File: src/rtl/operand_loader.sv
// -----------------------------------------------------------------------------
// operand_loader
//
// Captures the two operands for the BCD seven-segment adder from board
// switches using a single push button. Each debounced press latches the
// synchronised switch value into A, then into B, alternately. After a pair
// is complete, the next press starts a new pair by reloading A and skipping
// the WAIT_A state. All outputs are registered.
//
// Ports:
//   clk        in   system clock
//   rst        in   asynchronous, active-high reset
//   sw         in   operand switches (asynchronous to clk)
//   key_n      in   push button, active-low, asynchronous, bouncy
//   A          out  registered operand A to the adder
//   B          out  registered operand B to the adder
//   need_a     out  high while waiting for the A press
//   need_b     out  high while waiting for the B press
//   pair_valid out  high while A and B form a complete pair
// -----------------------------------------------------------------------------
module operand_loader #(
  parameter int WIDTH           = 4,
  parameter int DEBOUNCE_CYCLES = 500000
) (
  input  logic             clk,
  input  logic             rst,
  input  logic [WIDTH-1:0] sw,
  input  logic             key_n,
  output logic [WIDTH-1:0] A,
  output logic [WIDTH-1:0] B,
  output logic             need_a,
  output logic             need_b,
  output logic             pair_valid
);

  // Counter only ever holds 0 .. DEBOUNCE_CYCLES-1.
  localparam int            CW       = (DEBOUNCE_CYCLES > 2) ? $clog2(DEBOUNCE_CYCLES) : 1;
  localparam logic [CW-1:0] CNT_LAST = CW'(DEBOUNCE_CYCLES - 1);

  typedef enum logic [1:0] {
    WAIT_A = 2'd0,
    WAIT_B = 2'd1,
    SHOW   = 2'd2
  } state_t;

  logic             key_meta_q, key_sync_q;
  logic [WIDTH-1:0] sw_meta_q, sw_sync_q;

  logic             level_q, level_d;
  logic [CW-1:0]    cnt_q, cnt_d;
  logic             press_q, press_d;

  state_t           state_q, state_d;
  logic [WIDTH-1:0] a_q, a_d;
  logic [WIDTH-1:0] b_q, b_d;
  logic             need_a_q, need_a_d;
  logic             need_b_q, need_b_d;
  logic             pair_valid_q, pair_valid_d;

  // Two-flop synchronisers for the button and the switches.
  always_ff @(posedge clk or posedge rst) begin
    if (rst) begin
      key_meta_q <= 1'b1;
      key_sync_q <= 1'b1;
      sw_meta_q  <= '0;
      sw_sync_q  <= '0;
    end else begin
      key_meta_q <= key_n;
      key_sync_q <= key_meta_q;
      sw_meta_q  <= sw;
      sw_sync_q  <= sw_meta_q;
    end
  end

  // Debouncer: the level follows the synchronised key only after it has
  // differed for DEBOUNCE_CYCLES consecutive cycles. A press event is raised
  // only on a 1->0 transition of the accepted level.
  always_comb begin
    level_d = level_q;
    cnt_d   = cnt_q;
    press_d = 1'b0;
    if (key_sync_q == level_q) begin
      cnt_d = '0;
    end else if (cnt_q == CNT_LAST) begin
      level_d = key_sync_q;
      cnt_d   = '0;
      press_d = ~key_sync_q;
    end else begin
      cnt_d = cnt_q + CW'(1);
    end
  end

  // Debouncer state and one-cycle press pulse.
  always_ff @(posedge clk or posedge rst) begin
    if (rst) begin
      level_q <= 1'b1;
      cnt_q   <= '0;
      press_q <= 1'b0;
    end else begin
      level_q <= level_d;
      cnt_q   <= cnt_d;
      press_q <= press_d;
    end
  end

  // FSM state register together with the operand and status registers.
  always_ff @(posedge clk or posedge rst) begin
    if (rst) begin
      state_q      <= WAIT_A;
      a_q          <= '0;
      b_q          <= '0;
      need_a_q     <= 1'b1;
      need_b_q     <= 1'b0;
      pair_valid_q <= 1'b0;
    end else begin
      state_q      <= state_d;
      a_q          <= a_d;
      b_q          <= b_d;
      need_a_q     <= need_a_d;
      need_b_q     <= need_b_d;
      pair_valid_q <= pair_valid_d;
    end
  end

  // Next-state logic: a press loads the operand the current state is waiting
  // for. From SHOW a press reloads A and goes straight to WAIT_B.
  always_comb begin
    state_d = state_q;
    a_d     = a_q;
    b_d     = b_q;
    case (state_q)
      WAIT_A: begin
        if (press_q) begin
          a_d     = sw_sync_q;
          state_d = WAIT_B;
        end else begin
          state_d = WAIT_A;
        end
      end
      WAIT_B: begin
        if (press_q) begin
          b_d     = sw_sync_q;
          state_d = SHOW;
        end else begin
          state_d = WAIT_B;
        end
      end
      SHOW: begin
        if (press_q) begin
          a_d     = sw_sync_q;
          state_d = WAIT_B;
        end else begin
          state_d = SHOW;
        end
      end
      default: begin
        // Unused encoding: recover to a clean start without touching operands.
        state_d = WAIT_A;
      end
    endcase
  end

  // Output logic: Moore status decoded from the next state so the status
  // registers change on the same edge as the state register.
  always_comb begin
    need_a_d     = 1'b0;
    need_b_d     = 1'b0;
    pair_valid_d = 1'b0;
    case (state_d)
      WAIT_A:  need_a_d     = 1'b1;
      WAIT_B:  need_b_d     = 1'b1;
      SHOW:    pair_valid_d = 1'b1;
      default: need_a_d     = 1'b1;
    endcase
  end

  assign A          = a_q;
  assign B          = b_q;
  assign need_a     = need_a_q;
  assign need_b     = need_b_q;
  assign pair_valid = pair_valid_q;

endmodule
File: config.mk
export PLATFORM = sky130hd
export DESIGN_NAME = operand_loader
export DESIGN_NICKNAME = d
export VERILOG_FILES = /design/src/rtl/operand_loader.sv
export SDC_FILE = /design/constraint.sdc
export NUM_CORES = 1
export LEC_CHECK = 0
export BUFFER_PORTS_ARGS = -buffer_cell sky130_fd_sc_hd__buf_2
export CAP_MARGIN = 20
export CORE_UTILIZATION = 51
export CTS_BUF_LIST = sky130_fd_sc_hd__clkbuf_4 sky130_fd_sc_hd__clkbuf_8 sky130_fd_sc_hd__clkbuf_16
export CTS_CLUSTER_SIZE = 24
export DETAILED_ROUTE_END_ITERATION = 10
export GPL_TIMING_DRIVEN = 0
export MAX_ROUTING_LAYER = met4
export PLACE_DENSITY = 0.76
export SYNTH_ARGS = -nofsm -noshare
export SYNTH_HDL_FRONTEND = slang
export SYNTH_SLANG_ARGS = --single-unit
File: constraint.sdc
create_clock -name clk -period 1.7 [get_ports clk]
set_input_delay 0.085 -clock clk [delete_from_list [all_inputs] [get_ports clk]]
set_output_delay 0.085 -clock clk [all_outputs]
set_load 0.01 [all_outputs]
==> flow_metrics.env <==
export IMPL_cp_slowest_cell="dfrtp_2"
export IMPL_synth_main_ff_cell="dfrtp_1"
export IMPL_synth_edff_count=0
export IMPL_io_pins=18
export IMPL_cp_buffers_inverters=1
export IMPL_power_uw=1870
export IMPL_overflow=0
export IMPL_maxSlewHeadroom_pct=40.9
export IMPL_postSynthCellCount=145
export IMPL_yosysWarnings=0
export IMPL_design_area_mm2=0.00229
export IMPL_critPathMaxFanout=5
export IMPL_path_delay_family="simple AND/OR/NAND/NOR gates"
export IMPL_placed_area_mm2=0.00197
export IMPL_tightestPinTransition_ps=886
export IMPL_synth_cell_area_mm2=0.00182
export IMPL_fin_crit_ps=1680
export IMPL_die_h_um=61.8
export IMPL_p_int_uw=1490
export IMPL_critical_path_class="register to register"
export IMPL_drt_iter0_drc=28
export IMPL_fin_cells=234
export IMPL_required_ps=2000
export IMPL_p_clk_share_pct=38.3
export IMPL_pwr_share_seq_pct=57.7
export IMPL_fin_skew_ps=11.0
export IMPL_ys_top_cells_by_area="dfrtp_1, xnor2_1, dfstp_2, mux2_2, nor2_1"
export IMPL_crit_path_end_kind="register"
export IMPL_drive_gt1_share_pct=38.3
export IMPL_setup_ws_ps=15.1
export IMPL_gr_usage_all_layers_pct=20.8
export IMPL_diodes=0
export IMPL_rsz0062_at_grt="true"
export IMPL_status="finished clean"
export IMPL_dp_final_hpwl_mm=2.20
export IMPL_synth_most_common_cell="dfrtp_1"
export IMPL_coreArea_mm2=0.00339
export IMPL_power_density_mw_per_mm2=818
export IMPL_synth_area_leader_cell="dfrtp_1"
export IMPL_peakVddDrop_uv=591
export IMPL_synth_fp_nets=155
export IMPL_gp_congestion=0.805
export IMPL_cts_reportedPaths_clkPinSlew_ps=130
export IMPL_p_switching_uw=379
export IMPL_wl_per_cell_um=15.2
export IMPL_routed_via_count=1245
export IMPL_slew_viol_final=0
export IMPL_dieArea_mm2=0.00381
export IMPL_first_pass_iters=4
export IMPL_combPwrFrac_pct=3.9
export IMPL_initial_utilization_pct=53.7
export IMPL_io_buffers=17
export IMPL_post_place_ws_ps=-197
export IMPL_area_delta_synth_final_pct=25.5
export IMPL_clockBufferDepth=2
export IMPL_htreeDepth=2
export IMPL_setup_tns_ps=0
export IMPL_path_cells="buf_4, nand4_4, or3_4, or4_1, a21oi_1"
export IMPL_hold_class="input pin to register"
export IMPL_clock_sinks=44
export IMPL_leakagePower_uw=0.00104
export IMPL_wl_mm=3.56
export IMPL_grt_pass1_wl_mm=5.30
export IMPL_synth_cell_types=31
export IMPL_finalCritPeriodShare_pct=99.1
export IMPL_via_per_inst=5.32
export IMPL_cp_arrival_ps=1980
export IMPL_avgSynthCellArea_um2=12.6
export IMPL_fp_dieW_um=61.8
export IMPL_slowest_delay_ps=430
export IMPL_num_rows=21
export IMPL_swShare_pct=20.3
export IMPL_setup_viol=0
export IMPL_ys_ff_latch=44
export IMPL_antenna_found_initial=0
export IMPL_ant_nets=0
export IMPL_grt_pass1_vias=1183
export IMPL_cts_tree="built"
export IMPL_yosys_top_cells_count="dfrtp_1, nor2_1, xnor2_1"
export IMPL_max_cap_violations=0
export IMPL_grt_max_degree=45
export IMPL_numCtsBuffers=5
export IMPL_fin_nets=197
export IMPL_drc_errors=0
export IMPL_ys_async_sr_fraction_pct=100
export IMPL_clockRootBuffer="clkbuf_4"
export IMPL_synth_top_cell_area_share_pct=54.9
export IMPL_dp_cells=208
export IMPL_fmax_mhz=594
export IMPL_crit_path_start_kind="register"
export IMPL_hold_viol=0
export IMPL_seq_area_frac_synth_pct=60.7
export IMPL_clock_latency_ps=360
stage by stage:
step	util, %	hold WS (ps)
6_report	67.4	362
3_5_place_dp	58.2	194
4_1_cts	65.9	356
2_1_floorplan	-	89.5
5_1_grt	67.4	350
3_3_place_gp	58.2	192
worst paths after layout:
kind | start | cells after the start | end | slack (ps)
setup reg to reg | cnt_q[5] | 5 | cnt_q[18] | 20
min in group asynchronous | rst | 3 | cnt_q[1] | 450
hold / removal | sw[2] | 2 | sw_meta_q[2] | 360
hold reg to reg | sw_meta_q[1] | 0 | sw_sync_q[1] | 360
max in group asynchronous | rst | 3 | cnt_q[4] | 650
setup / recovery | cnt_q[5] | 5 | cnt_q[18] | 20
worst register-to-register path, delay by kind of cell (launching register included):
| kind | cells | cell delay [ps] |
|---|---|---|
| AND/OR/NAND/NOR | 3 | 910 |
| AO/OA/AOI/OAI | 1 | 140 |
| buffers and inverters | 1 | 140 |
| flip-flops | 1 | 430 |
area by class of cell:
| cell class | instances | area (um2) |
|---|---|---|
| multi-input cells | 93 | 743 |
| clock inverters | 1 | 30.0 |
| fillers | 247 | 1100 |
| flip-flops and latches | 44 | 1120 |
| inverters | 7 | 26.3 |
| well taps | 46 | 57.6 |
| repair buffers | 35 | 235 |
| clock buffers | 7 | 65.1 |
| plain buffers | 1 | 11.3 |
cells in the final DEF (no fill, tap or decap), types with 5 or more instances in the layout:
| master | instances |
|---|---|
| dfrtp_1 | 31 |
| nor2_1 | 20 |
| buf_2 | 17 |
| xnor2_1 | 14 |
| buf_4 | 12 |
| mux2_2 | 9 |
| dfrtp_2 | 9 |
| inv_1 | 6 |
| dlygate4sd3_1 | 6 |
| nand4_1 | 5 |
| clkbuf_4 | 5 |
cell families after synthesis:
logic type                 count (synthesis)  synth area share [%]
DFF                                       44                  60.7
and+or+nand+nor                           59                  18.5
AOI/OAI and AO/OA                          6                  3.37
xor gates and xnor gates                  16                  7.69
adders and majority gates                  3                  2.06
buffers and inverters                      8                  2.06
muxes                                      9                  5.56
power by group through the flow:
stage          Sequential (uW)  Clock (uW)  Combinational (uW)
6_report                  1080         717                73.8
5_1_grt                   1080         774                85.0
4_1_cts                   1080         725                74.0
3_5_place_dp              1100           0                51.6
3_3_place_gp              1100           0                48.1
2_1_floorplan             1090           0                34.4
per-layer routing:
layer	vias to the layer above	part of all wire, %	GRT usage, %
li1	585	-	-
met1	622	42	25.0
met2	29	53	33.2
met3	9	3.1	4.97
met4	0	1.8	9.52
met5	-	0	-
flip-flops by register name, indices dropped and copies added (netlist names), 2 cells and up:
| signal | count |
|---|---|
| sw_meta_q | 4 |
| state_q | 2 |
| A | 4 |
| sw_sync_q | 4 |
| cnt_q | 19 |
| B | 4 |
timing repair:
action | CTS | global route
hold endpoints to repair | 45 | 0
resized for setup | 13 | 5
pin swaps | 3 | 6
hold buffers | 6 | 0
setup endpoints to repair | 17 | 17
setup buffers | 7 | 5
Power figures use the tool's default switching activity.
